File: config.mk
export PLATFORM = sky130hd
export DESIGN_NAME = control_unit_gen
export DESIGN_NICKNAME = d
export VERILOG_FILES = /design/src/rtl/control_unit_gen.sv
export SDC_FILE = /design/constraint.sdc
export NUM_CORES = 1
export LEC_CHECK = 0
export ABC_AREA = 1
export ABC_CLOCK_PERIOD_IN_PS = 1500
export BUFFER_PORTS_ARGS = -buffer_cell sky130_fd_sc_hd__buf_2
export CORE_MARGIN = 1.5
export CORE_UTILIZATION = 35
export CTS_CLUSTER_DIAMETER = 50
export DETAILED_ROUTE_END_ITERATION = 16
export SYNTH_ARGS = -nofsm -noshare
export SYNTH_HDL_FRONTEND = slang
export SYNTH_SLANG_ARGS = --single-unit
File: constraint.sdc
create_clock -name Clk -period 1.5 [get_ports Clk]
set_clock_uncertainty 0.2 [all_clocks]
set_input_delay 0.075 -clock Clk [delete_from_list [all_inputs] [get_ports Clk]]
set_output_delay 0.075 -clock Clk [all_outputs]
set_load 0.02 [all_outputs]
File: src/rtl/control_unit_gen.sv
// control_unit_gen: multi-cycle control unit with program counter, instruction
// register and a Moore FSM that turns each instruction into datapath strobes.
// The instruction ROM is external and synchronous (1-cycle read latency).
// Optional feature: define CU_SINGLE_STEP_EN to add the Step input and the
// PAUSE state that holds the machine after every completed instruction.
module control_unit_gen #(
    parameter int IW   = 16,
    parameter int OPW  = 4,
    parameter int RAW  = 4,
    parameter int PCW  = 7,
    parameter int ALUW = 3
) (
    input  logic                  Clk,
    input  logic                  Reset,
`ifdef CU_SINGLE_STEP_EN
    input  logic                  Step,
`endif
    output logic [PCW-1:0]        Instr_Addr,
    input  logic [IW-1:0]         Instr_Data,
    input  logic                  RF_Ra_Zero,
    output logic [IW-1:0]         IR_Out,
    output logic [IW-OPW-RAW-1:0] D_Addr,
    output logic                  D_Wr,
    output logic [RAW-1:0]        RF_Ra_Addr,
    output logic [RAW-1:0]        RF_Rb_Addr,
    output logic [RAW-1:0]        RF_W_Addr,
    output logic                  RF_W_en,
    output logic                  RF_s,
    output logic [ALUW-1:0]       ALU_s0,
    output logic [3:0]            outState,
    output logic [3:0]            nextState,
    output logic                  Halted,
    output logic                  Illegal
);

    // Data-address width: what is left of the word after opcode and one register field.
    localparam int DAW = IW - OPW - RAW;

    typedef enum logic [3:0] {
        S_INIT   = 4'h0,
        S_FETCH  = 4'h1,
        S_DECODE = 4'h2,
        S_NOOP   = 4'h3,
        S_LOAD_A = 4'h4,
        S_LOAD_B = 4'h5,
        S_STORE  = 4'h6,
        S_ADD    = 4'h7,
        S_HALT   = 4'h8,
        S_SUB    = 4'h9,
        S_JUMP   = 4'hA,
        S_BRZ    = 4'hB,
        S_ERR    = 4'hC,
        S_PAUSE  = 4'hD,
        S_JWAIT  = 4'hE
    } state_t;

    // Where an instruction goes once it has finished its work.
`ifdef CU_SINGLE_STEP_EN
    localparam state_t S_DONE = S_PAUSE;
`else
    localparam state_t S_DONE = S_FETCH;
`endif

    state_t         state_q;
    state_t         state_n;
    logic [PCW-1:0] pc_q;
    logic [IW-1:0]  ir_q;

    // Instruction fields; wider configurations keep the same order scaled by RAW.
    logic [OPW-1:0] opcode;
    logic [RAW-1:0] ra_fld;
    logic [RAW-1:0] rb_fld;
    logic [RAW-1:0] w_fld;
    logic [DAW-1:0] ld_addr;
    logic [DAW-1:0] st_addr;
    logic [PCW-1:0] target;

    assign opcode  = ir_q[IW-1 -: OPW];
    assign ra_fld  = ir_q[IW-OPW-1 -: RAW];
    assign rb_fld  = ir_q[IW-OPW-RAW-1 -: RAW];
    assign w_fld   = ir_q[RAW-1:0];
    assign ld_addr = ir_q[IW-OPW-1 -: DAW];
    assign st_addr = ir_q[DAW-1:0];
    assign target  = ir_q[PCW-1:0];

    assign Instr_Addr = pc_q;
    assign IR_Out     = ir_q;
    assign outState   = state_q;
    // While reset is held the register cannot leave INIT, so report that.
    assign nextState  = Reset ? state_n : S_INIT;

    // State register; reset aborts any instruction in flight.
    always_ff @(posedge Clk or negedge Reset) begin
        if (!Reset) begin
            state_q <= S_INIT;
        end else begin
            state_q <= state_n;
        end
    end

    // PC and IR: load on FETCH, redirect on JUMP and on a taken BRZ.
    always_ff @(posedge Clk or negedge Reset) begin
        if (!Reset) begin
            pc_q <= '0;
            ir_q <= '0;
        end else begin
            case (state_q)
                S_FETCH: begin
                    ir_q <= Instr_Data;
                    pc_q <= pc_q + PCW'(1);
                end
                S_JUMP: pc_q <= target;
                S_BRZ: begin
                    if (RF_Ra_Zero) begin
                        pc_q <= target;
                    end
                end
                default: ;
            endcase
        end
    end

    // Next-state logic, including opcode decode.
    always_comb begin
        state_n = state_q;
        case (state_q)
            S_INIT:   state_n = S_FETCH;
            S_FETCH:  state_n = S_DECODE;
            S_DECODE: begin
                case (opcode)
                    OPW'(0): state_n = S_NOOP;
                    OPW'(1): state_n = S_STORE;
                    OPW'(2): state_n = S_LOAD_A;
                    OPW'(3): state_n = S_ADD;
                    OPW'(4): state_n = S_SUB;
                    OPW'(5): state_n = S_HALT;
                    OPW'(6): state_n = S_JUMP;
                    OPW'(7): state_n = S_BRZ;
                    default: state_n = S_ERR;
                endcase
            end
            S_NOOP:   state_n = S_DONE;
            S_LOAD_A: state_n = S_LOAD_B;
            S_LOAD_B: state_n = S_DONE;
            S_STORE:  state_n = S_DONE;
            S_ADD:    state_n = S_DONE;
            S_SUB:    state_n = S_DONE;
            S_JUMP:   state_n = S_JWAIT;
            S_BRZ:    state_n = RF_Ra_Zero ? S_JWAIT : S_DONE;
            S_JWAIT:  state_n = S_FETCH;
            S_HALT:   state_n = S_HALT;
            S_ERR:    state_n = S_ERR;
`ifdef CU_SINGLE_STEP_EN
            S_PAUSE:  state_n = Step ? S_FETCH : S_PAUSE;
`else
            S_PAUSE:  state_n = S_FETCH;
`endif
            default:  state_n = S_ERR;
        endcase
    end

    // Moore outputs: every strobe and address is zero unless the state drives it.
    always_comb begin
        D_Addr     = '0;
        D_Wr       = 1'b0;
        RF_Ra_Addr = '0;
        RF_Rb_Addr = '0;
        RF_W_Addr  = '0;
        RF_W_en    = 1'b0;
        RF_s       = 1'b0;
        ALU_s0     = '0;
        Halted     = 1'b0;
        Illegal    = 1'b0;
        case (state_q)
            S_LOAD_A: begin
                D_Addr    = ld_addr;
                RF_W_Addr = w_fld;
                RF_s      = 1'b1;
            end
            S_LOAD_B: begin
                D_Addr    = ld_addr;
                RF_W_Addr = w_fld;
                RF_s      = 1'b1;
                RF_W_en   = 1'b1;
            end
            S_STORE: begin
                D_Addr     = st_addr;
                RF_Ra_Addr = ra_fld;
                D_Wr       = 1'b1;
            end
            S_ADD: begin
                RF_Ra_Addr = ra_fld;
                RF_Rb_Addr = rb_fld;
                RF_W_Addr  = w_fld;
                RF_W_en    = 1'b1;
                ALU_s0     = ALUW'(1);
            end
            S_SUB: begin
                RF_Ra_Addr = ra_fld;
                RF_Rb_Addr = rb_fld;
                RF_W_Addr  = w_fld;
                RF_W_en    = 1'b1;
                ALU_s0     = ALUW'(2);
            end
            S_BRZ:  RF_Ra_Addr = ra_fld;
            S_HALT: Halted     = 1'b1;
            S_ERR:  Illegal    = 1'b1;
            default: ;
        endcase
    end

endmodule
### Yosys cells after proc, flatten, opt, wreduce, memory -nomap -nowiden

Memory sizes are Yosys's and may differ from the RTL's.
Index checks and enable logic that the tools add are counted.

* muxes and demuxes: 16
* eq/ne operators: 15
* add/subtract/negate cells: 1
* reductions and logical operators: 9

Operator list (count)
* $eq 4x4->1 const B: 7
* $pmux 4 s7: 1
* $mux 4: 6
* $pmux 7 s3: 1
* $eq 4x3->1 const B: 4
* $pmux 8 s2: 1
* $eq 4x2->1 const B: 2
* $reduce_or 4->1: 2
* $reduce_or 8->1: 1
* $add 7x1->7 const B: 1
* $mux 7: 1
* $mux 1: 5
* $eq 4x1->1 const B: 1
* $logic_not 4->1: 1
* $pmux 2 s2: 1
* $reduce_or 2->1: 2
* $reduce_bool 3->1: 1
* $reduce_or 3->1: 1
* $ne 2x2->1 const B: 1
* $reduce_and 2->1: 1

* output and inout bits: 59
* bits of input ports: 19
* memory bits (read-only): 32
* logic and storage cells: 45
* bits in registers: 27
* memories: 1

Memories
* (no name shown): words 8, width 4, read ports 1, clocked after memory_dff 0, write ports 0, RTL line 130 `case (opcode)`

### Logic depth before layout (Yosys ltp)

Gate-level depths: netlist of run 1.

* word-level depth: 4
* gate-level depth with buffers: 9
* mapped depth without buffers: 9

### Worst setup path before layout of run 1

No wires, ideal clock.

* path type: reg-to-output
* start point: reg state_q[3] (netlist: outState[3])
* end point: out D_Addr[0]
* path buffers: 0
* cell stages (with the launch flop): 6
* required time: 1.225 ns
* data arrival time: 1.619 ns
* path slack: -0.394 ns
* cell sequence: dfrtp_1 > inv_2 > nand2_1 > nor2_1 > inv_1 > o22ai_1

* longest elaborated chain between the ends: 3
* elaborated cells on any way between the ends: 5
* classes of those cells: 3 x eq/ne; 1 x mux; 1 x reduce/logical

RTL lines
* start, declared: RTL line 64 `state_t state_q;`
* start signal, assigned: RTL line 97 `state_q <= state_n;`
* $eq 4x3->1: RTL line 174 `case (state_q)`
* $reduce_or 2->1 (no line)
* $pmux 8 s2 (*): RTL line 174
* end, declared: RTL line 22 `output logic [IW-OPW-RAW-1:0] D_Addr,`

Every way passes the cells marked *; elsewhere a longest branch is shown, timed or not.

### Worst setup path after layout of run 1

* start point: reg state_q[0] (netlist: outState[0])
* end point: out nextState[3]

* longest elaborated chain between the ends: 4
* elaborated cells on any way between the ends: 17
* classes of those cells: 13 x eq/ne; 2 x mux; 2 x reduce/logical

RTL lines
* $eq 4x4->1, or another cell as far along: RTL line 126 `case (state_q)`
* $reduce_or 8->1 (no line)
* $pmux 4 s7 (*): RTL line 126
* $mux 4 (*): RTL line 90 `assign nextState = Reset ? state_n : S_INIT;`
* end, declared: RTL line 31 `output logic [3:0] nextState,`

Marked as above.

==> results.sh, run 1 <==
export IMPL_status="finished with violations"
export IMPL_failed_checks="negative setup slack"
export IMPL_p_leak_uw=0.00171
export IMPL_core_area_sq_mm=0.00479
export IMPL_cts_buffers=3
export IMPL_pin_count=78
export IMPL_start_kind="register"
export IMPL_yosys_warnings=0
export IMPL_cts_root_buf="clkbuf_8"
export IMPL_avgRoutedWirePerCell_um=14.1
export IMPL_avgSynthCellArea_sq_um=7.23
export IMPL_grt_overflow=0
export IMPL_finalWorstSetupSlack_ps=-394
export IMPL_yosysSeqAreaShare_pct=38.6
export IMPL_drc=0
export IMPL_synth_nets=264
export IMPL_cts_clk_slew_worst_paths_ps=100
export IMPL_synth_top_area_share_pct=38.6
export IMPL_power_frac_clock_pct=35.2
export IMPL_grt_pass1_vias=2037
export IMPL_dp_hpwl_mm=4.12
export IMPL_max_freq_mhz=528
export IMPL_insertedDiodeCount=0
export IMPL_nets=404
export IMPL_crit_family="simple AND/OR/NAND/NOR gates"
export IMPL_p_int_uw=969
export IMPL_antenna_found_initial=0
export IMPL_critical_path_max_fanout=5
export IMPL_path_buf_inv=3
export IMPL_place_congestion=0.814
export IMPL_nFillCells=382
export IMPL_drtAntennaViolNets=0
export IMPL_synthDistinctLibCells=26
export IMPL_clock_sinks=27
export IMPL_vias_per_cell=4.72
export IMPL_p_per_area_mw_per_mm2=381
export IMPL_combPwrFrac_pct=7.3
export IMPL_p_sw_uw=295
export IMPL_grt_max_degree=28
export IMPL_worstPathRequired_ps=1220
export IMPL_tritoncts="yes"
export IMPL_maxCapViolCount=0
export IMPL_fp_dieW_um=73.7
export IMPL_seq_power_share_pct=57.5
export IMPL_peakVddDrop_mv=0.367
export IMPL_yosys_register_bits=27
export IMPL_p_total_uw=1260
export IMPL_die_y_um=73.7
export IMPL_syn_cell_area_sq_mm=0.00175
export IMPL_ys_async_sr_fraction_pct=100
export IMPL_final_max_slew_viol_count=0
export IMPL_crit_top_cell="nand2_1"
export IMPL_portBuffers=76
export IMPL_area_growth_pct=89.6
export IMPL_yosysTopAreaCell="dfrtp_1"
export IMPL_sw_frac_of_total_pct=23.4
export IMPL_synth_cells=242
export IMPL_core_rowCount=25
export IMPL_cp_end_kind="output port"
export IMPL_track_usage_pct=23.5
export IMPL_finalHoldViolCount=0
export IMPL_path_class="register to output port"
export IMPL_rsz0062_at_grt="yes"
export IMPL_cts_htree_levels=1
export IMPL_drt_total_wl_mm=6.33
export IMPL_fin_crit_ps=1890
export IMPL_crit_slowest_cell="dfrtp_2"
export IMPL_setup_viol=55
export IMPL_cp_slowest_stage_delay_ps=470
export IMPL_insertion_delay_ps=280
export IMPL_synthFlopType="dfrtp_1"
export IMPL_finalCritPeriodShare_pct=126
export IMPL_arrival_ps=1620
export IMPL_num_vias=2113
export IMPL_drtIter0Drc=74
export IMPL_critical_path_cell_chain="buf_4, nor2_4, inv_2, nand2_1, nand2_1, nand2_1, nor2_2, nor2_2, buf_6"
export IMPL_dieArea_sq_mm=0.00543
export IMPL_synth_edf_count=0
export IMPL_layout_drive_gt1_share_pct=60.9
export IMPL_ctsLongestPathBuffers=2
export IMPL_timing_hold_ws_ps=133
export IMPL_synth_area_leaders="dfrtp_1, nand2_1, inv_1"
export IMPL_hp_class="input pin to async pin"
export IMPL_firstDrtPassIters=5
export IMPL_start_util_pct=36.6
export IMPL_grt_first_pass_wirelength_mm=9.84
-- registers in the layout (all words and copies together), names as in the netlist --
| name | cells |
|---|---|
| IR_Out | 16 |
| Instr_Addr | 7 |
| outState | 4 |
-- cells by family after synthesis --
family	synth area share [%]
compound gates	13.7
xor+xnor	0.500
fa+ha+maj	2.14
buf+inv	13.2
flops	38.6
other cells	0.214
simple gates	31.7
-- power groups by stage --
stage          logic [uW]  registers [uW]  clock network [uW]
2_1_floorplan        13.5             742                   0
3_3_place_gp         56.9             742                   0
3_5_place_dp         56.4             742                   0
4_1_cts              93.1             727                 442
5_1_grt               101             727                 497
6_report             92.8             727                 445
-- worst paths after layout --
kind / from / end / slack, ps / cells past startpoint
max: outState[0] / nextState[3] / -390 / 9
min: Reset / outState[3] / 130 / 3
max reg2reg: outState[2] / Instr_Addr[5] / -320 / 9
min reg2reg: Instr_Addr[6] / Instr_Addr[6] / 370 / 2
max in group asynchronous: Reset / outState[2] / 690 / 3
min in group Clk: RF_Ra_Zero / outState[2] / 180 / 7
-- cell type report --
type	instances	area (sq um)	area share [%]
clock buffers	3	41.3	1.24
clock inverters	1	7.51	0.226
inverters	40	159	4.79
multi-input cells	168	1200	36.0
flip-flops and latches	27	683	20.6
well taps	67	83.8	2.53
repair buffers	142	1150	34.6
-- stage by stage --
| step | setup TNS (ps) | std cells | area, sq um | setup slack [ps] | util, % |
|---|---|---|---|---|---|
| after global placement | -1840 | 409 | 2610 | -116 | 54.5 |
| after detailed placement | -2290 | 409 | 2610 | -135 | 54.5 |
| after CTS | -10070 | 438 | 3080 | -373 | 64.4 |
| final | -13400 | 448 | 3320 | -394 | 69.4 |
| after floorplan | -1190 | 242 | 1950 | -112 | - |
| after global routing | -17650 | 448 | 3320 | -488 | 69.4 |
-- worst reg2reg max path: stages (launching register included) --
cell	delay (ps)
dfrtp_2	460
buf_4	150
nor2_4	140
nand3_4	130
buf_6	150
buf_6	110
buf_4	140
o21bai_1	140
nand2_1	80
nand2_1	60
-- cell usage in the layout, fill, tap and decap left out, types with 2 or more instances in the layout --
master / synthesis / final
dfrtp_2: 0 / 6
clkinvlp_4: 0 / 2
inv_1: 37 / 25
o21a_1: 2 / 2
nor2_4: 2 / 20
nand3_1: 19 / 17
dlygate4sd3_1: 0 / 17
buf_6: 3 / 32
buf_12: 1 / 4
o21ai_2: 10 / 13
inv_4: 0 / 2
o21ai_0: 12 / 8
buf_4: 3 / 37
dfrtp_1: 27 / 21
buf_2: 1 / 52
nor2_1: 33 / 3
nand2_2: 10 / 13
nor2_2: 1 / 13
o22ai_2: 0 / 7
inv_2: 3 / 12
clkbuf_8: 0 / 3
nand2_1: 57 / 48
nand2_4: 0 / 7
nand3_2: 1 / 2
-- synth_stat cells (2+ instances only) --
library cell / count
inv_1: 37
nand3_1: 19
o22ai_1: 9
nand2_2: 10
inv_2: 3
o21bai_1: 2
dfrtp_1: 27
buf_4: 3
o21ai_0: 12
o21a_1: 2
nor2_1: 33
nand2_1: 57
buf_6: 3
o21ai_2: 10
ha_1: 3
nor2_4: 2
-- what timing repair did --
| item | CTS | global route |
|---|---|---|
| buffers inserted | 8 | 10 |
| pin swaps | 12 | 19 |
| endpoints found under the setup margin | 40 | 56 |
| cloned | 0 | 1 |
| hold buffers | 17 | 0 |
| gates resized for setup | 63 | 47 |
| endpoints found under the hold margin | 43 | 0 |
-- per-layer routing --
layer / up-vias / GRT usage (%) / routed length (um)
met5: - / 0 / 0
met4: 0 / 7.00 / 148
met3: 13 / 5.08 / 402
met2: 79 / 37.0 / 3000
met1: 984 / 32.2 / 2780
li1: 1037 / - / -
Power figures use the tool's default switching activity.
==> run 2: changes to the inputs <==
- ABC_AREA: 1 -> unset
- PLACE_DENSITY: unset -> 0.65
- SETUP_SLACK_MARGIN: unset -> 0.05
==> results.sh, run 2 <==
export IMPL_cp_end_kind="output port"
export IMPL_cts_clk_slew_worst_paths_ps=100
export IMPL_synth_nets=194
export IMPL_synth_area_leaders="dfrtp_1, mux2_2, and2_1"
export IMPL_setup_tns_final_ps=-20620
export IMPL_pin_count=78
export IMPL_ys_async_sr_fraction_pct=100
export IMPL_peakVddDrop_mv=1.37
export IMPL_dpl_cell_area_sq_mm=0.00244
export IMPL_yosysSeqAreaShare_pct=40.6
export IMPL_drtIter0Drc=187
export IMPL_nets=334
export IMPL_firstDrtPassIters=4
export IMPL_holdPathEnd="outState[3]"
export IMPL_cp_slowest_stage_delay_ps=470
export IMPL_insertion_delay_ps=290
export IMPL_cts_buffers=3
export IMPL_critical_path_cell_chain="buf_6, o211ai_1, o21ai_1, a31o_2, and2_4, buf_6"
export IMPL_failed_checks="negative setup slack"
export IMPL_crit_start="outState[2]"
export IMPL_grt_max_degree=20
export IMPL_stdcell_area_sq_mm=0.00329
export IMPL_insertedDiodeCount=0
export IMPL_start_kind="register"
export IMPL_track_usage_pct=24.2
export IMPL_path_class="register to output port"
export IMPL_synth_edf_count=0
export IMPL_core_rowCount=24
export IMPL_yosysTopAreaCell="dfrtp_1"
export IMPL_fin_crit_ps=2100
export IMPL_max_freq_mhz=477
export IMPL_start_util_pct=37.2
export IMPL_area_growth_pct=97.6
export IMPL_min_path_cells=4
export IMPL_crit_top_cell="buf_6"
export IMPL_die_y_um=72.0
export IMPL_final_max_slew_viol_count=0
export IMPL_finalHoldViolCount=0
export IMPL_yosys_register_bits=27
export IMPL_worstPathRequired_ps=1220
export IMPL_place_congestion=0.904
export IMPL_drt_total_wl_mm=6.85
export IMPL_crit_slowest_cell="dfrtp_2"
export IMPL_largest_reg_flops=16
export IMPL_syn_cell_area_sq_mm=0.00167
export IMPL_drtAntennaViolNets=0
export IMPL_avgSynthCellArea_sq_um=9.68
export IMPL_avgRoutedWirePerCell_um=18.9
export IMPL_synthFlopType="dfrtp_1"
export IMPL_synth_top_area_share_pct=40.6
export IMPL_crit_family="compound AO/OA/AOI/OAI gates"
export IMPL_worstReg2RegEnd="IR_Out[15]"
export IMPL_status="finished with violations"
export IMPL_p_per_area_mw_per_mm2=2530
export IMPL_ff2ff_setup_slack_ps=-390
export IMPL_dieArea_sq_mm=0.00518
export IMPL_placed_cells=330
export IMPL_mostFrequentLayoutCell="buf_2"
export IMPL_synthDistinctLibCells=39
export IMPL_grt_first_pass_wirelength_mm=9.72
export IMPL_yosys_warnings=0
export IMPL_reg2reg_from="outState[1]"
export IMPL_setup_viol=57
export IMPL_synth_cells=172
export IMPL_tritoncts="yes"
export IMPL_portBuffers=76
export IMPL_num_vias=1994
export IMPL_vias_per_cell=5.49
export IMPL_layout_drive_gt1_share_pct=69.1
export IMPL_min_from="RF_Ra_Zero"
export IMPL_cts_htree_levels=1
export IMPL_dp_hpwl_mm=3.73
export IMPL_r2r_cells=5
export IMPL_yosysMostFrequentCell="dfrtp_1"
export IMPL_synth_commonest_cells="dfrtp_1, and2_1, mux2_2"
export IMPL_drc=0
export IMPL_path_buf_inv=2
export IMPL_ctsLongestPathBuffers=2
export IMPL_core_area_sq_mm=0.00447
export IMPL_hp_class="input pin to register"
export IMPL_grt_pass1_vias=1907
export IMPL_critical_path_max_fanout=8
export IMPL_finalWorstSetupSlack_ps=-596
export IMPL_most_common_layout_cells="buf_2, buf_6, buf_4"
export IMPL_rsz0062_at_grt="yes"
export IMPL_grt_overflow=0
export IMPL_arrival_ps=1820
export IMPL_p_leak_uw=0.00156
export IMPL_antenna_found_initial=0
export IMPL_clock_sinks=27
export IMPL_cts_root_buf="clkbuf_8"
export IMPL_maxCapViolCount=0
export IMPL_finalCritPeriodShare_pct=140
export IMPL_pre_cts_ws_ps=-250
export IMPL_stdcell_count=363
export IMPL_nFillCells=283
export IMPL_fp_dieW_um=72.0
[run 2: worst max-delay path by stage]
stage,end,slack (ps),depth (start not counted)
floorplan,IR_Out[0],-250,4
global placement,nextState[1],-240,5
detailed placement,nextState[1],-250,5
CTS,nextState[0],-470,7
global route,nextState[2],-620,6
finish,nextState[2],-600,6
[run 2: cells by family after synthesis]
family                   after synthesis  share of synthesized area [%]
AO/OA/AOI/OAI                         48                           19.7
adder cells (fa/ha/maj)                3                           2.25
buffers and inverters                 15                           4.88
flip-flops                            27                           40.6
multiplexers                          14                           9.47
other                                  1                          0.225
AND/OR/NAND/NOR                       64                           22.9
[run 2: through the flow]
step                      hold slack, ps  util [%]  power (uW)
after global placement              -218      54.4        5850
final                               19.2      73.5        8340
after detailed placement            -218      54.4        5910
after global routing                25.9      73.5        8720
after CTS                           2.63      69.0        7670
after floorplan                     -421         -        4220
[run 2: layout make-up]
type                    count  area (sq um)  share of cell area, %
repair buffers            145          1270                   38.6
multi-input cells         130          1190                   36.3
flip-flops and latches     27           683                   20.8
well taps                  52          65.1                   1.98
clock buffers               3          41.3                   1.25
inverters                   5          28.8                  0.875
clock inverters             1          7.51                  0.228
[run 2: per-layer routing]
layer	global-route usage, %	vias to the layer above	routed length [um]
li1	-	900	-
met1	32.3	991	2750
met2	41.0	95	3620
met3	3.61	8	418
met4	6.29	0	55
met5	0	-	0
[run 2: report_power, final]
part	internal [uW]	total (uW)	switching [uW]	leakage, uW
Clock	190	458	268	0.0000217
Sequential	1100	1690	589	0.000318
Combinational	3240	6190	2950	0.00122
[run 2: repair_timing]
action / 4_1_cts / 5_1_grt
endpoints found under the hold margin: 43 / 0
gates cloned: 1 / 1
pin swaps: 18 / 16
resized for setup: 102 / 48
hold buffers: 17 / 0
setup endpoints to repair: 57 / 58
setup buffers: 8 / 8
[run 2: worst min-delay path, delay by kind of cell]
kind	cells	cell delay (ps)
AO/OA/AOI/OAI	2	220
AND/OR/NAND/NOR	1	60
buffers and inverters	1	110
==> run 3: changes to the inputs <==
--- a/config.mk
+++ b/config.mk
@@ -9,4 +9,5 @@
 export BUFFER_PORTS_ARGS = -buffer_cell sky130_fd_sc_hd__buf_2
-export CORE_MARGIN = 1.5
+export CORE_MARGIN = 5
 export CORE_UTILIZATION = 35
+export CTS_BUF_LIST = sky130_fd_sc_hd__clkbuf_4 sky130_fd_sc_hd__clkbuf_8 sky130_fd_sc_hd__clkbuf_16
 export CTS_CLUSTER_DIAMETER = 50
==> constraint.sdc (replaced) <==
create_clock -name Clk -period 1.5 [get_ports Clk]
set_clock_uncertainty 0.2 [all_clocks]
set_input_delay 0.15 -clock Clk [delete_from_list [all_inputs] [get_ports Clk]]
set_output_delay 0.15 -clock Clk [all_outputs]
set_load 0.02 [all_outputs]
==> results.sh, run 3 (synthesis gave the netlist of run 2 again) <==
export IMPL_rsz0062_at_grt="yes"
export IMPL_setup_tns_final_ps=-18400
export IMPL_antenna_found_initial=0
export IMPL_worstPathRequired_ps=1150
export IMPL_layout_drive_gt1_share_pct=65.4
export IMPL_firstDrtPassIters=4
export IMPL_cts_buffers=3
export IMPL_grt_max_degree=20
export IMPL_start_util_pct=35.7
export IMPL_cts_clk_slew_worst_paths_ps=90
export IMPL_core_area_sq_mm=0.00466
export IMPL_critical_path_max_fanout=7
export IMPL_insertedDiodeCount=0
export IMPL_pin_count=78
export IMPL_fin_crit_ps=2030
export IMPL_mostFrequentLayoutCell="buf_4"
export IMPL_p_int_uw=4330
export IMPL_grt_pass1_vias=1969
export IMPL_setup_viol=56
export IMPL_postLayoutCoreUtil_pct=68.0
export IMPL_cts_root_buf="clkbuf_8"
export IMPL_nFillCells=325
export IMPL_peakVddDrop_mv=1.37
export IMPL_place_congestion=0.873
export IMPL_track_usage_pct=19.4
export IMPL_hp_class="input pin to register"
export IMPL_stdcell_count=363
export IMPL_num_vias=1901
export IMPL_grt_first_pass_wirelength_mm=9.72
export IMPL_status="finished with violations"
export IMPL_final_max_slew_viol_count=0
export IMPL_avgRoutedWirePerCell_um=16.7
export IMPL_finalHoldViolCount=0
export IMPL_combPwrFrac_pct=73.6
export IMPL_finalCritPeriodShare_pct=135
export IMPL_core_rowCount=25
export IMPL_max_freq_mhz=493
export IMPL_arrival_ps=1680
export IMPL_path_class="register to output port"
export IMPL_insertion_delay_ps=280
export IMPL_failed_checks="negative setup slack"
export IMPL_drc=0
export IMPL_p_leak_uw=0.00152
export IMPL_die_y_um=79.0
export IMPL_pre_cts_ws_ps=-302
export IMPL_clock_sinks=27
export IMPL_vias_per_cell=5.24
export IMPL_p_per_area_mw_per_mm2=2490
export IMPL_grt_overflow=0
export IMPL_power_frac_clock_pct=5.5
export IMPL_drtAntennaViolNets=0
export IMPL_timing_hold_ws_ps=80.6
export IMPL_cts_htree_levels=1
export IMPL_dieArea_sq_mm=0.00624
export IMPL_largest_reg_flops=16
export IMPL_placed_cells=329
export IMPL_sw_frac_of_total_pct=45.3
export IMPL_area_growth_pct=90.3
export IMPL_p_sw_uw=3580
export IMPL_drt_total_wl_mm=6.08
export IMPL_seq_power_share_pct=20.9
export IMPL_fp_dieW_um=79.0
export IMPL_finalWorstSetupSlack_ps=-529
export IMPL_maxCapViolCount=0
export IMPL_start_kind="register"
export IMPL_most_common_layout_cells="buf_4, buf_2, buf_6"
export IMPL_cp_end_kind="output port"
export IMPL_ctsLongestPathBuffers=2
export IMPL_drtIter0Drc=118
export IMPL_tritoncts="yes"
export IMPL_nets=332
export IMPL_portBuffers=76
export IMPL_dp_hpwl_mm=4.06
-- run 3: timing repair --
item | 4_1_cts | 5_1_grt
hold buffers | 17 | 0
resized for setup | 67 | 47
pin swaps | 11 | 19
hold endpoints to repair | 43 | 0
setup buffers | 9 | 3
endpoints found under the setup margin | 56 | 61
cloned | 2 | 0
-- run 3: per-layer routing --
| layer | global-route usage [%] | vias up | part of all wire [%] |
|---|---|---|---|
| met5 | 0 | - | 0 |
| met4 | 5.15 | 0 | 1.1 |
| met3 | 2.38 | 6 | 5.9 |
| met2 | 34.3 | 78 | 53 |
| met1 | 24.9 | 921 | 40 |
| li1 | - | 896 | - |
-- run 3: final timing paths --
kind                                    start       endpoint  slack (ps)  depth (start not counted)
worst min register to register  Instr_Addr[5]  Instr_Addr[5]         370                          2
max in group asynchronous               Reset    outState[2]         400                          3
worst max register to register    outState[1]     IR_Out[11]        -290                          5
worst min-delay path               RF_Ra_Zero    outState[3]          80                          4
min in group asynchronous               Reset    outState[0]         170                          2
worst max-delay path              outState[3]   RF_W_Addr[0]        -530                          5
-- run 3: layout make-up --
cell class                      count  area [sq um]  share of cell area, %
Timing Repair Buffer              142          1150                   36.2
Inverter                            5          26.3                  0.829
Tap cell                           54          67.6                   2.13
Clock buffer                        3          41.3                   1.30
Multi-Input combinational cell    131          1200                   37.7
Sequential cell                    27           684                   21.6
Clock inverter                      1          5.00                  0.158
-- run 3: worst max-delay path, stage by stage (launching register included) --
cell	delay, ps
dfrtp_2	460
nor3b_4	170
o21a_1	220
or2_4	250
and2_4	150
buf_4	150
-- run 3: per-stage QoR --
step           cell area [sq um]  total power, uW
6_report                    3170             7910
5_1_grt                     3170             8360
4_1_cts                     2980             7390
3_5_place_dp                2440             5940
3_3_place_gp                2440             5910
2_1_floorplan               1780             4340
-- run 3: power groups by stage --
| stage | Combinational (uW) | Sequential, uW | Clock (uW) |
|---|---|---|---|
| floorplan | 2410 | 1930 | 0 |
| global placement | 4340 | 1570 | 0 |
| detailed placement | 4360 | 1580 | 0 |
| CTS | 5360 | 1590 | 440 |
| global route | 6170 | 1710 | 475 |
| finish | 5820 | 1650 | 431 |
